<file path="src/rtl/snes_mem_arbiter_if.sv">
// Bundles the console-side strobes and the memory-controller port of the arbiter.
// slave modport: the arbiter itself. master modport: console core plus SDRAM
// controller (or a bench standing in for both).
interface snes_mem_arbiter_if;
   logic        ROM_RD;
   logic [21:0] ROM_ADDR;
   logic [7:0]  ROM_Q;
   logic        ROM_RDY;

   logic        WRAM_RD;
   logic        WRAM_WR;
   logic [16:0] WRAM_ADDR;
   logic [7:0]  WRAM_D;
   logic [7:0]  WRAM_Q;
   logic        WRAM_RDY;

   logic        ARAM_RD;
   logic        ARAM_WR;
   logic [15:0] ARAM_ADDR;
   logic [7:0]  ARAM_D;
   logic [7:0]  ARAM_Q;
   logic        ARAM_RDY;

   logic        MEM_REQ;
   logic        MEM_WE;
   logic [22:0] MEM_ADDR;
   logic [7:0]  MEM_D;
   logic [7:0]  MEM_Q;
   logic        MEM_ACK;
   logic        BUSY;

   modport slave (
      input  ROM_RD, ROM_ADDR,
      input  WRAM_RD, WRAM_WR, WRAM_ADDR, WRAM_D,
      input  ARAM_RD, ARAM_WR, ARAM_ADDR, ARAM_D,
      input  MEM_Q, MEM_ACK,
      output ROM_Q, ROM_RDY, WRAM_Q, WRAM_RDY, ARAM_Q, ARAM_RDY,
      output MEM_REQ, MEM_WE, MEM_ADDR, MEM_D, BUSY
   );

   modport master (
      output ROM_RD, ROM_ADDR,
      output WRAM_RD, WRAM_WR, WRAM_ADDR, WRAM_D,
      output ARAM_RD, ARAM_WR, ARAM_ADDR, ARAM_D,
      output MEM_Q, MEM_ACK,
      input  ROM_Q, ROM_RDY, WRAM_Q, WRAM_RDY, ARAM_Q, ARAM_RDY,
      input  MEM_REQ, MEM_WE, MEM_ADDR, MEM_D, BUSY
   );
endinterface

</file>
<file path="src/rtl/snes_mem_arbiter.sv">
// Purpose: shares one byte-wide SDRAM port among ROM, WRAM and ARAM requesters.
// Latency: strobe -> MEM_REQ after 1 edge; MEM_ACK -> *_RDY after 1 edge (min 3 edges total).
// Backpressure: one pending slot per requester, newer strobe overwrites; MEM_REQ held until MEM_ACK.
// Ports: MCLK/RST (async active-high), bus.slave carrying the requester strobes,
// read data/ready pulses, and the MEM_* request/ack handshake plus BUSY.
module snes_mem_arbiter #(
   parameter logic [22:0] WRAM_BASE = 23'h600000,
   parameter logic [22:0] ARAM_BASE = 23'h620000,
   parameter int unsigned STARVE    = 3
) (
   input  logic               MCLK,
   input  logic               RST,
   snes_mem_arbiter_if.slave  bus
);
   typedef enum logic {S_IDLE, S_WAIT} state_t;
   typedef enum logic [1:0] {OWN_ROM, OWN_WRAM, OWN_ARAM} owner_t;

   localparam logic [3:0] STARVE_C = 4'(STARVE);

   state_t      r_state, w_state_nxt;
   owner_t      r_owner, w_grant_own;
   logic        w_grant, w_done;

   // pending slots
   logic        r_rom_vld;
   logic [21:0] r_rom_addr;
   logic        r_wram_vld, r_wram_we;
   logic [16:0] r_wram_addr;
   logic [7:0]  r_wram_dat;
   logic        r_aram_vld, r_aram_we;
   logic [15:0] r_aram_addr;
   logic [7:0]  r_aram_dat;
   logic [3:0]  r_rom_age;

   logic        r_mem_req, r_mem_we, r_busy;
   logic [22:0] r_mem_addr;
   logic [7:0]  r_mem_d;
   logic [7:0]  r_rom_q, r_wram_q, r_aram_q;
   logic        r_rom_rdy, r_wram_rdy, r_aram_rdy;

   logic [22:0] w_wram_full, w_aram_full;
   logic        w_sel_we;
   logic [22:0] w_sel_addr;
   logic [7:0]  w_sel_dat;

   // 23-bit sums wrap naturally
   assign w_wram_full = WRAM_BASE + {6'd0, r_wram_addr};
   assign w_aram_full = ARAM_BASE + {7'd0, r_aram_addr};

   always_ff @(posedge MCLK or posedge RST) begin
      if (RST) r_state <= S_IDLE;
      else     r_state <= w_state_nxt;
   end

   always_comb begin
      w_state_nxt = r_state;
      w_grant     = 1'b0;
      w_done      = 1'b0;
      w_grant_own = OWN_ROM;
      w_sel_we    = 1'b0;
      w_sel_addr  = '0;
      w_sel_dat   = '0;
      case (r_state)
         S_IDLE: begin
            if (r_rom_vld || r_wram_vld || r_aram_vld) begin
               w_grant     = 1'b1;
               w_state_nxt = S_WAIT;
               // a starved ROM request jumps ahead of the fixed order
               if (r_rom_vld && (r_rom_age == STARVE_C)) w_grant_own = OWN_ROM;
               else if (r_aram_vld)                      w_grant_own = OWN_ARAM;
               else if (r_wram_vld)                      w_grant_own = OWN_WRAM;
               else                                      w_grant_own = OWN_ROM;
            end
         end
         S_WAIT: begin
            if (bus.MEM_ACK) begin
               w_done      = 1'b1;
               w_state_nxt = S_IDLE;
            end
         end
         default: w_state_nxt = S_IDLE;
      endcase
      case (w_grant_own)
         OWN_WRAM: begin w_sel_we = r_wram_we; w_sel_addr = w_wram_full; w_sel_dat = r_wram_dat; end
         OWN_ARAM: begin w_sel_we = r_aram_we; w_sel_addr = w_aram_full; w_sel_dat = r_aram_dat; end
         default:  begin w_sel_we = 1'b0; w_sel_addr = {1'b0, r_rom_addr}; w_sel_dat = 8'h00; end
      endcase
   end

   always_ff @(posedge MCLK or posedge RST) begin
      if (RST) begin
         r_rom_vld   <= 1'b0;
         r_rom_addr  <= '0;
         r_wram_vld  <= 1'b0;
         r_wram_we   <= 1'b0;
         r_wram_addr <= '0;
         r_wram_dat  <= '0;
         r_aram_vld  <= 1'b0;
         r_aram_we   <= 1'b0;
         r_aram_addr <= '0;
         r_aram_dat  <= '0;
         r_rom_age   <= '0;
         r_owner     <= OWN_ROM;
         r_mem_req   <= 1'b0;
         r_mem_we    <= 1'b0;
         r_busy      <= 1'b0;
         r_mem_addr  <= '0;
         r_mem_d     <= '0;
         r_rom_q     <= '0;
         r_wram_q    <= '0;
         r_aram_q    <= '0;
         r_rom_rdy   <= 1'b0;
         r_wram_rdy  <= 1'b0;
         r_aram_rdy  <= 1'b0;
      end else begin
         // a strobe on the grant edge reloads the slot, so load beats clear
         if (bus.ROM_RD) begin
            r_rom_vld  <= 1'b1;
            r_rom_addr <= bus.ROM_ADDR;
         end else if (w_grant && (w_grant_own == OWN_ROM)) begin
            r_rom_vld  <= 1'b0;
         end

         if (bus.WRAM_RD || bus.WRAM_WR) begin
            r_wram_vld  <= 1'b1;
            r_wram_we   <= bus.WRAM_WR;
            r_wram_addr <= bus.WRAM_ADDR;
            r_wram_dat  <= bus.WRAM_D;
         end else if (w_grant && (w_grant_own == OWN_WRAM)) begin
            r_wram_vld  <= 1'b0;
         end

         if (bus.ARAM_RD || bus.ARAM_WR) begin
            r_aram_vld  <= 1'b1;
            r_aram_we   <= bus.ARAM_WR;
            r_aram_addr <= bus.ARAM_ADDR;
            r_aram_dat  <= bus.ARAM_D;
         end else if (w_grant && (w_grant_own == OWN_ARAM)) begin
            r_aram_vld  <= 1'b0;
         end

         // age counts non-ROM grants that overtook a waiting ROM request
         if (!r_rom_vld) begin
            r_rom_age <= '0;
         end else if (w_grant) begin
            if (w_grant_own == OWN_ROM)    r_rom_age <= '0;
            else if (r_rom_age < STARVE_C) r_rom_age <= r_rom_age + 4'd1;
         end

         r_rom_rdy  <= 1'b0;
         r_wram_rdy <= 1'b0;
         r_aram_rdy <= 1'b0;

         if (w_grant) begin
            r_owner    <= w_grant_own;
            r_mem_req  <= 1'b1;
            r_busy     <= 1'b1;
            r_mem_we   <= w_sel_we;
            r_mem_addr <= w_sel_addr;
            r_mem_d    <= w_sel_dat;
         end

         if (w_done) begin
            r_mem_req <= 1'b0;
            r_busy    <= 1'b0;
            case (r_owner)
               OWN_WRAM: begin r_wram_rdy <= 1'b1; if (!r_mem_we) r_wram_q <= bus.MEM_Q; end
               OWN_ARAM: begin r_aram_rdy <= 1'b1; if (!r_mem_we) r_aram_q <= bus.MEM_Q; end
               default:  begin r_rom_rdy  <= 1'b1; if (!r_mem_we) r_rom_q  <= bus.MEM_Q; end
            endcase
         end
      end
   end

   assign bus.MEM_REQ  = r_mem_req;
   assign bus.MEM_WE   = r_mem_we;
   assign bus.MEM_ADDR = r_mem_addr;
   assign bus.MEM_D    = r_mem_d;
   assign bus.BUSY     = r_busy;
   assign bus.ROM_Q    = r_rom_q;
   assign bus.ROM_RDY  = r_rom_rdy;
   assign bus.WRAM_Q   = r_wram_q;
   assign bus.WRAM_RDY = r_wram_rdy;
   assign bus.ARAM_Q   = r_aram_q;
   assign bus.ARAM_RDY = r_aram_rdy;
endmodule

</file>
<file path="src/flat_wrapper.sv">
// flat-port wrapper written by rule: the top's interface ports become plain ports
module snes_mem_arbiter_flat 
#(
   parameter logic [22:0] WRAM_BASE = 23'h600000,
   parameter logic [22:0] ARAM_BASE = 23'h620000,
   parameter int unsigned STARVE    = 3
)
  (MCLK, RST, bus_ROM_RD, bus_ROM_ADDR, bus_WRAM_RD, bus_WRAM_WR, bus_WRAM_ADDR, bus_WRAM_D, bus_ARAM_RD, bus_ARAM_WR, bus_ARAM_ADDR, bus_ARAM_D, bus_MEM_Q, bus_MEM_ACK, bus_ROM_Q, bus_ROM_RDY, bus_WRAM_Q, bus_WRAM_RDY, bus_ARAM_Q, bus_ARAM_RDY, bus_MEM_REQ, bus_MEM_WE, bus_MEM_ADDR, bus_MEM_D, bus_BUSY);
  snes_mem_arbiter_if bus_i ();
  input  logic MCLK;
  input  logic RST;
  input wire logic [$bits(bus_i.ROM_RD)-1:0] bus_ROM_RD;
  input wire logic [$bits(bus_i.ROM_ADDR)-1:0] bus_ROM_ADDR;
  input wire logic [$bits(bus_i.WRAM_RD)-1:0] bus_WRAM_RD;
  input wire logic [$bits(bus_i.WRAM_WR)-1:0] bus_WRAM_WR;
  input wire logic [$bits(bus_i.WRAM_ADDR)-1:0] bus_WRAM_ADDR;
  input wire logic [$bits(bus_i.WRAM_D)-1:0] bus_WRAM_D;
  input wire logic [$bits(bus_i.ARAM_RD)-1:0] bus_ARAM_RD;
  input wire logic [$bits(bus_i.ARAM_WR)-1:0] bus_ARAM_WR;
  input wire logic [$bits(bus_i.ARAM_ADDR)-1:0] bus_ARAM_ADDR;
  input wire logic [$bits(bus_i.ARAM_D)-1:0] bus_ARAM_D;
  input wire logic [$bits(bus_i.MEM_Q)-1:0] bus_MEM_Q;
  input wire logic [$bits(bus_i.MEM_ACK)-1:0] bus_MEM_ACK;
  output wire logic [$bits(bus_i.ROM_Q)-1:0] bus_ROM_Q;
  output wire logic [$bits(bus_i.ROM_RDY)-1:0] bus_ROM_RDY;
  output wire logic [$bits(bus_i.WRAM_Q)-1:0] bus_WRAM_Q;
  output wire logic [$bits(bus_i.WRAM_RDY)-1:0] bus_WRAM_RDY;
  output wire logic [$bits(bus_i.ARAM_Q)-1:0] bus_ARAM_Q;
  output wire logic [$bits(bus_i.ARAM_RDY)-1:0] bus_ARAM_RDY;
  output wire logic [$bits(bus_i.MEM_REQ)-1:0] bus_MEM_REQ;
  output wire logic [$bits(bus_i.MEM_WE)-1:0] bus_MEM_WE;
  output wire logic [$bits(bus_i.MEM_ADDR)-1:0] bus_MEM_ADDR;
  output wire logic [$bits(bus_i.MEM_D)-1:0] bus_MEM_D;
  output wire logic [$bits(bus_i.BUSY)-1:0] bus_BUSY;
  assign bus_i.ROM_RD = bus_ROM_RD;
  assign bus_i.ROM_ADDR = bus_ROM_ADDR;
  assign bus_i.WRAM_RD = bus_WRAM_RD;
  assign bus_i.WRAM_WR = bus_WRAM_WR;
  assign bus_i.WRAM_ADDR = bus_WRAM_ADDR;
  assign bus_i.WRAM_D = bus_WRAM_D;
  assign bus_i.ARAM_RD = bus_ARAM_RD;
  assign bus_i.ARAM_WR = bus_ARAM_WR;
  assign bus_i.ARAM_ADDR = bus_ARAM_ADDR;
  assign bus_i.ARAM_D = bus_ARAM_D;
  assign bus_i.MEM_Q = bus_MEM_Q;
  assign bus_i.MEM_ACK = bus_MEM_ACK;
  assign bus_ROM_Q = bus_i.ROM_Q;
  assign bus_ROM_RDY = bus_i.ROM_RDY;
  assign bus_WRAM_Q = bus_i.WRAM_Q;
  assign bus_WRAM_RDY = bus_i.WRAM_RDY;
  assign bus_ARAM_Q = bus_i.ARAM_Q;
  assign bus_ARAM_RDY = bus_i.ARAM_RDY;
  assign bus_MEM_REQ = bus_i.MEM_REQ;
  assign bus_MEM_WE = bus_i.MEM_WE;
  assign bus_MEM_ADDR = bus_i.MEM_ADDR;
  assign bus_MEM_D = bus_i.MEM_D;
  assign bus_BUSY = bus_i.BUSY;
  snes_mem_arbiter #(.WRAM_BASE(WRAM_BASE), .ARAM_BASE(ARAM_BASE), .STARVE(STARVE)) u_core (.MCLK(MCLK), .RST(RST), .bus(bus_i));
endmodule
</file>
<file path="config.mk">
export PLATFORM = sky130hd
export DESIGN_NAME = snes_mem_arbiter_flat
export DESIGN_NICKNAME = d
export VERILOG_FILES = /design/src/rtl/snes_mem_arbiter_if.sv /design/src/rtl/snes_mem_arbiter.sv /design/src/flat_wrapper.sv
export SDC_FILE = /design/constraint.sdc
export NUM_CORES = 1
export LEC_CHECK = 0
export BUFFER_PORTS_ARGS = -buffer_cell sky130_fd_sc_hd__buf_2
export CORE_MARGIN = 10
export CORE_UTILIZATION = 35
export CTS_BUF_LIST = sky130_fd_sc_hd__clkbuf_2
export CTS_CLUSTER_SIZE = 20
export DETAILED_ROUTE_END_ITERATION = 6
export GPL_TIMING_DRIVEN = 0
export PLACE_DENSITY_LB_ADDON = 0.25
export SLEW_MARGIN = 20
export SYNTH_ARGS = -nofsm -noshare
export SYNTH_HDL_FRONTEND = slang
export SYNTH_SLANG_ARGS = --single-unit
</file>
<file path="constraint.sdc">
create_clock -name MCLK -period 10.9 [get_ports MCLK]
set_input_delay 1.635 -clock MCLK [delete_from_list [all_inputs] [get_ports MCLK]]
set_output_delay 1.635 -clock MCLK [all_outputs]
set_load 0.01 [all_outputs]
</file>
Word-level counts from Yosys, hierarchy flattened

Cells that the tools add are included.

Flip-flop bits (word level): 143
Bits in latches: 0
Memory bits (writable): 0
ROM bits: 0
Input port bits: 87
Output and inout bits: 61
Word-level logic and storage cells: 87
Memories kept: 0

Add/sub/neg operators: 3
Multipliers: 0
Divide/modulo/power cells: 0
Order comparisons: 1
Eq/ne operators: 7
Shift-type cells: 0
Multiplexer cells: 32
Bitwise logic cells: 3
Reduce and logical (&&, ||, !) cells: 18

Operators with widths:

| operator                                                    | number |
|---|---|
| one-hot mux 23 bit (2 select lines)                         | 1 |
| adder 22 x 17 -> 23 bit (first input constant)              | 1 |
| adder 22 x 18 -> 23 bit (first input constant)              | 1 |
| two-way mux 1 bit                                           | 20 |
| two-way mux 4 bit                                           | 4 |
| one-hot mux 8 bit (2 select lines)                          | 1 |
| AND reduction 3 bit                                         | 3 |
| two-way mux 2 bit                                           | 4 |
| nonzero test 2 bit                                          | 4 |
| adder 4 x 1 -> 4 bit (second input constant)                | 1 |
| equality test 2 x 1 -> 1 bit (second input constant)        | 2 |
| equality test 2 bit (second input constant)                 | 2 |
| equality test 4 x 2 -> 1 bit (second input constant)        | 1 |
| logical AND 1 bit                                           | 4 |
| logical OR 1 bit                                            | 4 |
| less-than comparator 4 x 2 -> 1 bit (second input constant) | 1 |
| one-hot mux 1 bit (2 select lines)                          | 2 |
| != test 3 bit (second input constant)                       | 1 |
| inverter 1 bit                                              | 3 |
| zero test 2 bit                                             | 1 |
| != test 2 x 1 -> 1 bit (second input constant)              | 1 |
| AND reduction 2 bit                                         | 1 |
| OR reduction 2 bit                                          | 1 |

Logic depth before layout (Yosys ltp)

Depth in word-level cells: 9
Gate-level depth with buffers: 11
Mapped depth without buffers: 8

Least setup slack after synthesis

Ideal clock, no wire load.

Kind: input to register
From: input port bus_ARAM_WR
To: register u_core.r_aram_addr[10]
Setup time: 125 ps
Arrival: 2560 ps
Required time: 10775 ps
Path slack: 8215 ps
Stages: 3
Path buffers: 1
Cell sequence: nor2_1 -> buf_2 -> mux2_2

Cells in the longest elaborated chain, start to end: 1

RTL lines:

| what                   | line                    | source |
|---|---|---|
| start: declaration     | flat_wrapper.sv:19      | `input wire logic [$bits(bus_i.ARAM_WR)-1:0] bus_ARAM_WR;` |
| logical OR 1 bit       | snes_mem_arbiter.sv:133 | `if (bus.ARAM_RD \|\| bus.ARAM_WR) begin` |
| end signal: assignment | snes_mem_arbiter.sv:136 | `r_aram_addr <= bus.ARAM_ADDR;` |
| end: declaration       | snes_mem_arbiter.sv:31  | `logic [15:0] r_aram_addr;` |

No other way between the ends.
A chain may end at the register's enable or synchronous reset.

Worst setup path in the final report

From: register u_core.r_rom_age[0]
To: register u_core.r_mem_addr[4], in the netlist u_core.bus.MEM_ADDR[4]

Cells in the longest elaborated chain, start to end: 7
Elaborated cells on any way between the ends: 8
Those cells by class: eq/ne: 3; mux: 4; reduce/logical: 1

RTL lines:

| what                                                                | line                    | source |
|---|---|---|
| start: declaration                                                  | snes_mem_arbiter.sv:33  | `logic [3:0] r_rom_age;` |
| start signal: assignment                                            | snes_mem_arbiter.sv:147 | `else if (r_rom_age < STARVE_C) r_rom_age <= r_rom_age + 4'd1;` |
| equality test 4 x 2 -> 1 bit (*)                                    | snes_mem_arbiter.sv:69  | `if (r_rom_vld && (r_rom_age == STARVE_C)) w_grant_own = OWN_ROM;` |
| logical AND 1 bit (*)                                               | snes_mem_arbiter.sv:69  |  |
| two-way mux 2 bit (*)                                               | snes_mem_arbiter.sv:69  |  |
| two-way mux 2 bit (*)                                               | snes_mem_arbiter.sv:65  | `if (r_rom_vld \|\| r_wram_vld \|\| r_aram_vld) begin` |
| two-way mux 2 bit (*)                                               | snes_mem_arbiter.sv:63  | `case (r_state)` |
| named net u_core.w_grant_own[1]                                     | snes_mem_arbiter.sv:21  | `owner_t r_owner, w_grant_own;` |
| equality test 2 bit or equality test 2 x 1 -> 1 bit (tied branches) | snes_mem_arbiter.sv:83  | `case (w_grant_own)` |
| one-hot mux 23 bit (2 select lines) (*)                             | snes_mem_arbiter.sv:83  |  |
| end signal: assignment                                              | snes_mem_arbiter.sv:159 | `r_mem_addr <= w_sel_addr;` |
| end: declaration                                                    | snes_mem_arbiter.sv:36  | `logic [22:0] r_mem_addr;` |

Mark *: on every way through the listed nets, which the timed path passes. The rest lies on a longest branch.

==> results by group <==
Setup path
  – Crit path largest cell delay: about 560 ps
  – CP Cell Sequence: ha_1, nand4bb_1, clkbuf_1, nand2_1, inv_1, ha_1, clkbuf_1, clkbuf_1, a22oi_1, o21ai_0, mux2_4
  – CP max-delay cell: clkbuf_1
  – Crit path arrival time: slightly below 4000 ps
  – Top cell by count, worst path: clkbuf_1
  – CP endpoint kind: flip-flop
  – Worst-path maximum fanout: 10
  – R2R Path End: u_core.bus.MEM_ADDR[4]
  – Worst EP required: between 10000 and 15000 ps
  – WP buf/inv: 4
  – Kind of critical path: flip-flop to flip-flop
  – Reg2Reg Setup Slack: between 7000 and 8000 ps
  – Kind of start point of the critical path: flip-flop
  – Top delay family on crit path: buffers and inverters
  – Reg2Reg Depth: 11
  – Worst R2R Start: u_core.r_rom_age[0]

Clock network
  – Clk slew on worst S/H paths: 210 ps
  – H-tree depth: 4
  – Cts repair resizes: 0
  – CTS Hold Buffers Added: 0
  – Clock Latency Late Sink: 670 ps
  – CTS tree: built
  – CTS sink cnt: between 100 and 150
  – Root Buffer: clkbuf_2
  – Clock buffer count from CTS: 17
  – Worst-case clock buffer depth: 2
  – Post-CTS Setup Inserts: 0

Logic synthesis
  – Ys async rst share: 1.000
  – Syn_nets: 520
  – Synth Cell Area: between 5000 and 6000 um2
  – Top cells by area, synth: dfrtp_1 60%, mux2_2 19%, mux2_4 3.0%
  – Cell with the most instances after synthesis: dfrtp_1
  – Yosys reg bits: 143
  – Post-synth EDFFs: 0
  – Top cells by count, synth: 143 x dfrtp_1, 100 x mux2_2, 28 x o21ai_0, 26 x nand2_1, 18 x a22oi_1
  – Ys Warns: 0
  – Top FF cell, synth: dfrtp_1
  – Share of the synthesized area in the top cell type: 0.6016
  – Cell variety after synth: 37
  – Largest area contributor in the netlist: dfrtp_1
  – Sequential fraction of the synthesis area: 0.6016
  – Avg Cell Area, Syn: between 10 and 15 um2
  – Cell count after synthesis: ~430

Timing
  – Fmax: slightly above 300 MHz
  – Sum Neg Setup Slack: 0 ps
  – Worst clock skew: around 32 ps
  – Fin Hold WS: between 500 and 600 ps
  – RSZ-0062 raised after global routing: no
  – Final Hold Viols: 0
  – Final slew viol count: 0
  – Fin crit share: 0.3039
  – Slew @ Worst Pin: approximately 810 ps
  – Min cycle time layout: around 3300 ps
  – Slew HR: 0.4540
  – Setup-failing EPs final: 0

Route
  – Via count: between 4000 and 5000
  – Total Wirelength: about 15000 um
  – Wire length per cell after detailed routing: between 15 and 20 um
  – Initial DRC count: 126
  – Drt pass-1 iters: 4
  – Antenna viol nets, final: 0
  – Drt drc: 0
  – Vias per cell: between 4 and 5

Power and ir drop
  – P_leak: ~3.5 nW
  – Peak supply drop: a little over 0.08 mV
  – P per Cell Area: roughly 160 nW/um2

Global route
  – Total global-route track usage: 0.1342
  – GR Util met1: 0.1633
  – Met2 GRT Util: 0.2070
  – First-pass GRT wire length: between 20000 and 25000 um
  – Remaining Overflow, GRT: 0
  – Grt peak-use layer: met2
  – Met3 usage: 0.06843
  – Initial antenna violation count: 3
  – Largest net degree at the start of global routing: 94
  – Vias in the first global route: 4344

Floorplan
  – Die H: 150.4 um
  – # IOs: roughly 150
  – Die Area: about 23000 um2
  – Die X: approximately 150 um
  – CORE AREA: 16640 um2
  – FP Rows: 47
  – Initial core utilization: 0.3574

Final layout
  – Multi-input logic area: 2175 um2
  – FF+latch area: about 3600 um2
  – Area growth syn-to-layout: 21.18%
  – Fin nets: ~690
  – Share of post-route cells with drive strength above 1: 0.5041
  – # fillers: around 1600
  – Fin area: just over 7000 um2
  – Final cell count without fillers: approximately 830

Run
  – Max-cap violations: 0

Outcome
  – Status: finished, final reports clean

Min path
  – Hold Crit Class: flip-flop to flip-flop
  – Hold Crit Start: u_core.r_rom_addr[18]
  – Hold endpoint: u_core.bus.MEM_ADDR[18]
  – Worst hold stages: 2

Placed design
  – IO Port Bufs: 147
  – Dpl cells: between 700 and 800
  – DP HPWL: 11080 um
  – Gpl congestion: about 0.79
  – Placed inst area: approximately 7000 um2
-- cells by family (layout without fill, tap and decap cells) --
family / after synthesis / after routing / synth area share
adder cells (fa/ha/maj): 6 / 6 / 0.01262
flip-flops: 143 / 143 / 0.6016
multiplexers: 113 / 113 / 0.2213
other: 0 / 1 / 0
AND/OR/NAND/NOR: 53 / 53 / 0.04691
buffers and inverters: 40 / 218 / 0.03281
AO/OA/AOI/OAI: 72 / 72 / 0.08477
-- state kept, by name (all words and copies together), names as in the netlist, 16 cells and up --
signal and count:
u_core.r_rom_addr 22, u_core.r_wram_addr 17, u_core.r_aram_addr 16, u_core.bus.MEM_ADDR 23
-- stage by stage --
| step | utilization | total power (W) | worst slack [ps] |
|---|---|---|---|
| final | 0.4331 | 0.001151 | 7588 |
| after global routing | 0.4330 | 0.001221 | 7330 |
| after CTS | 0.4330 | 0.001174 | 7566 |
| after detailed placement | 0.4203 | 0.0008818 | 7588 |
| after global placement | 0.4182 | 0.0008723 | 3860 |
| after floorplan | - | 0.0007763 | 5427 |
-- metal layers --
layer	up-vias	share of wire
li1	1864	-
met4	2	0.0087
met1	1998	0.44
met2	129	0.45
met3	10	0.10
met5	-	0.00046
-- worst max-delay path by stage --
stage	from	endpoint	slack (ps)	cells after the start
final	u_core.r_rom_age[0]	u_core.bus.MEM_ADDR[4]	7590	11
after global routing	u_core.r_rom_age[0]	u_core.bus.MEM_ADDR[4]	7330	11
after CTS	u_core.r_rom_age[0]	u_core.bus.MEM_ADDR[4]	7570	11
after detailed placement	u_core.r_rom_age[0]	u_core.bus.MEM_ADDR[4]	7590	11
after global placement	RST	u_core.r_aram_addr[9]	3860	2
after floorplan	RST	u_core.bus.ARAM_Q[0]	5430	1
-- cells in the final DEF (no fill, tap or decap), types with 2 or more instances in the layout --
master | netlist | final
a22o_1 | 9 | 9
a21o_1 | 5 | 5
buf_2 | 8 | 155
clkinvlp_4 | 0 | 4
o21ai_0 | 28 | 28
nand2_1 | 26 | 26
mux2_4 | 12 | 12
clkbuf_1 | 10 | 10
and3_1 | 4 | 4
inv_1 | 15 | 14
nor2_1 | 4 | 4
nor2b_1 | 3 | 3
a32o_1 | 9 | 9
nor3_1 | 2 | 2
a22oi_1 | 18 | 18
buf_6 | 2 | 2
nand3_1 | 2 | 2
nand2b_1 | 2 | 2
ha_1 | 6 | 6
clkbuf_2 | 0 | 18
dfrtp_1 | 143 | 143
mux2_2 | 100 | 100
clkinv_2 | 0 | 3
buf_1 | 3 | 3
bufinv_16 | 0 | 2
clkinv_1 | 0 | 2
-- layout make-up --
class,instances,area share
Inverter,15,0.008853
Clock buffer,18,0.01250
Timing Repair Buffer,148,0.1059
Antenna cell,1,0.0003472
Tap cell,220,0.03819
Multi-Input combinational cell,244,0.3017
Sequential cell,143,0.4964
Clock inverter,12,0.01684
Buffer,25,0.01927
-- where the power goes --
part	switching [W]	internal, W
Clock	0.000185	0.000101
Sequential	0.0000383	0.000600
Combinational	0.000110	0.000117
Total	0.000333	0.000817
-- tightest hold or removal path, delay by kind of cell (launching register included) --
family | cells | cell delay (ps)
and+or+nand+nor | 1 | 50
AOI/OAI and AO/OA | 1 | 60
DFF | 1 | 410
Note: power is estimated with default switching activity, not from simulation.
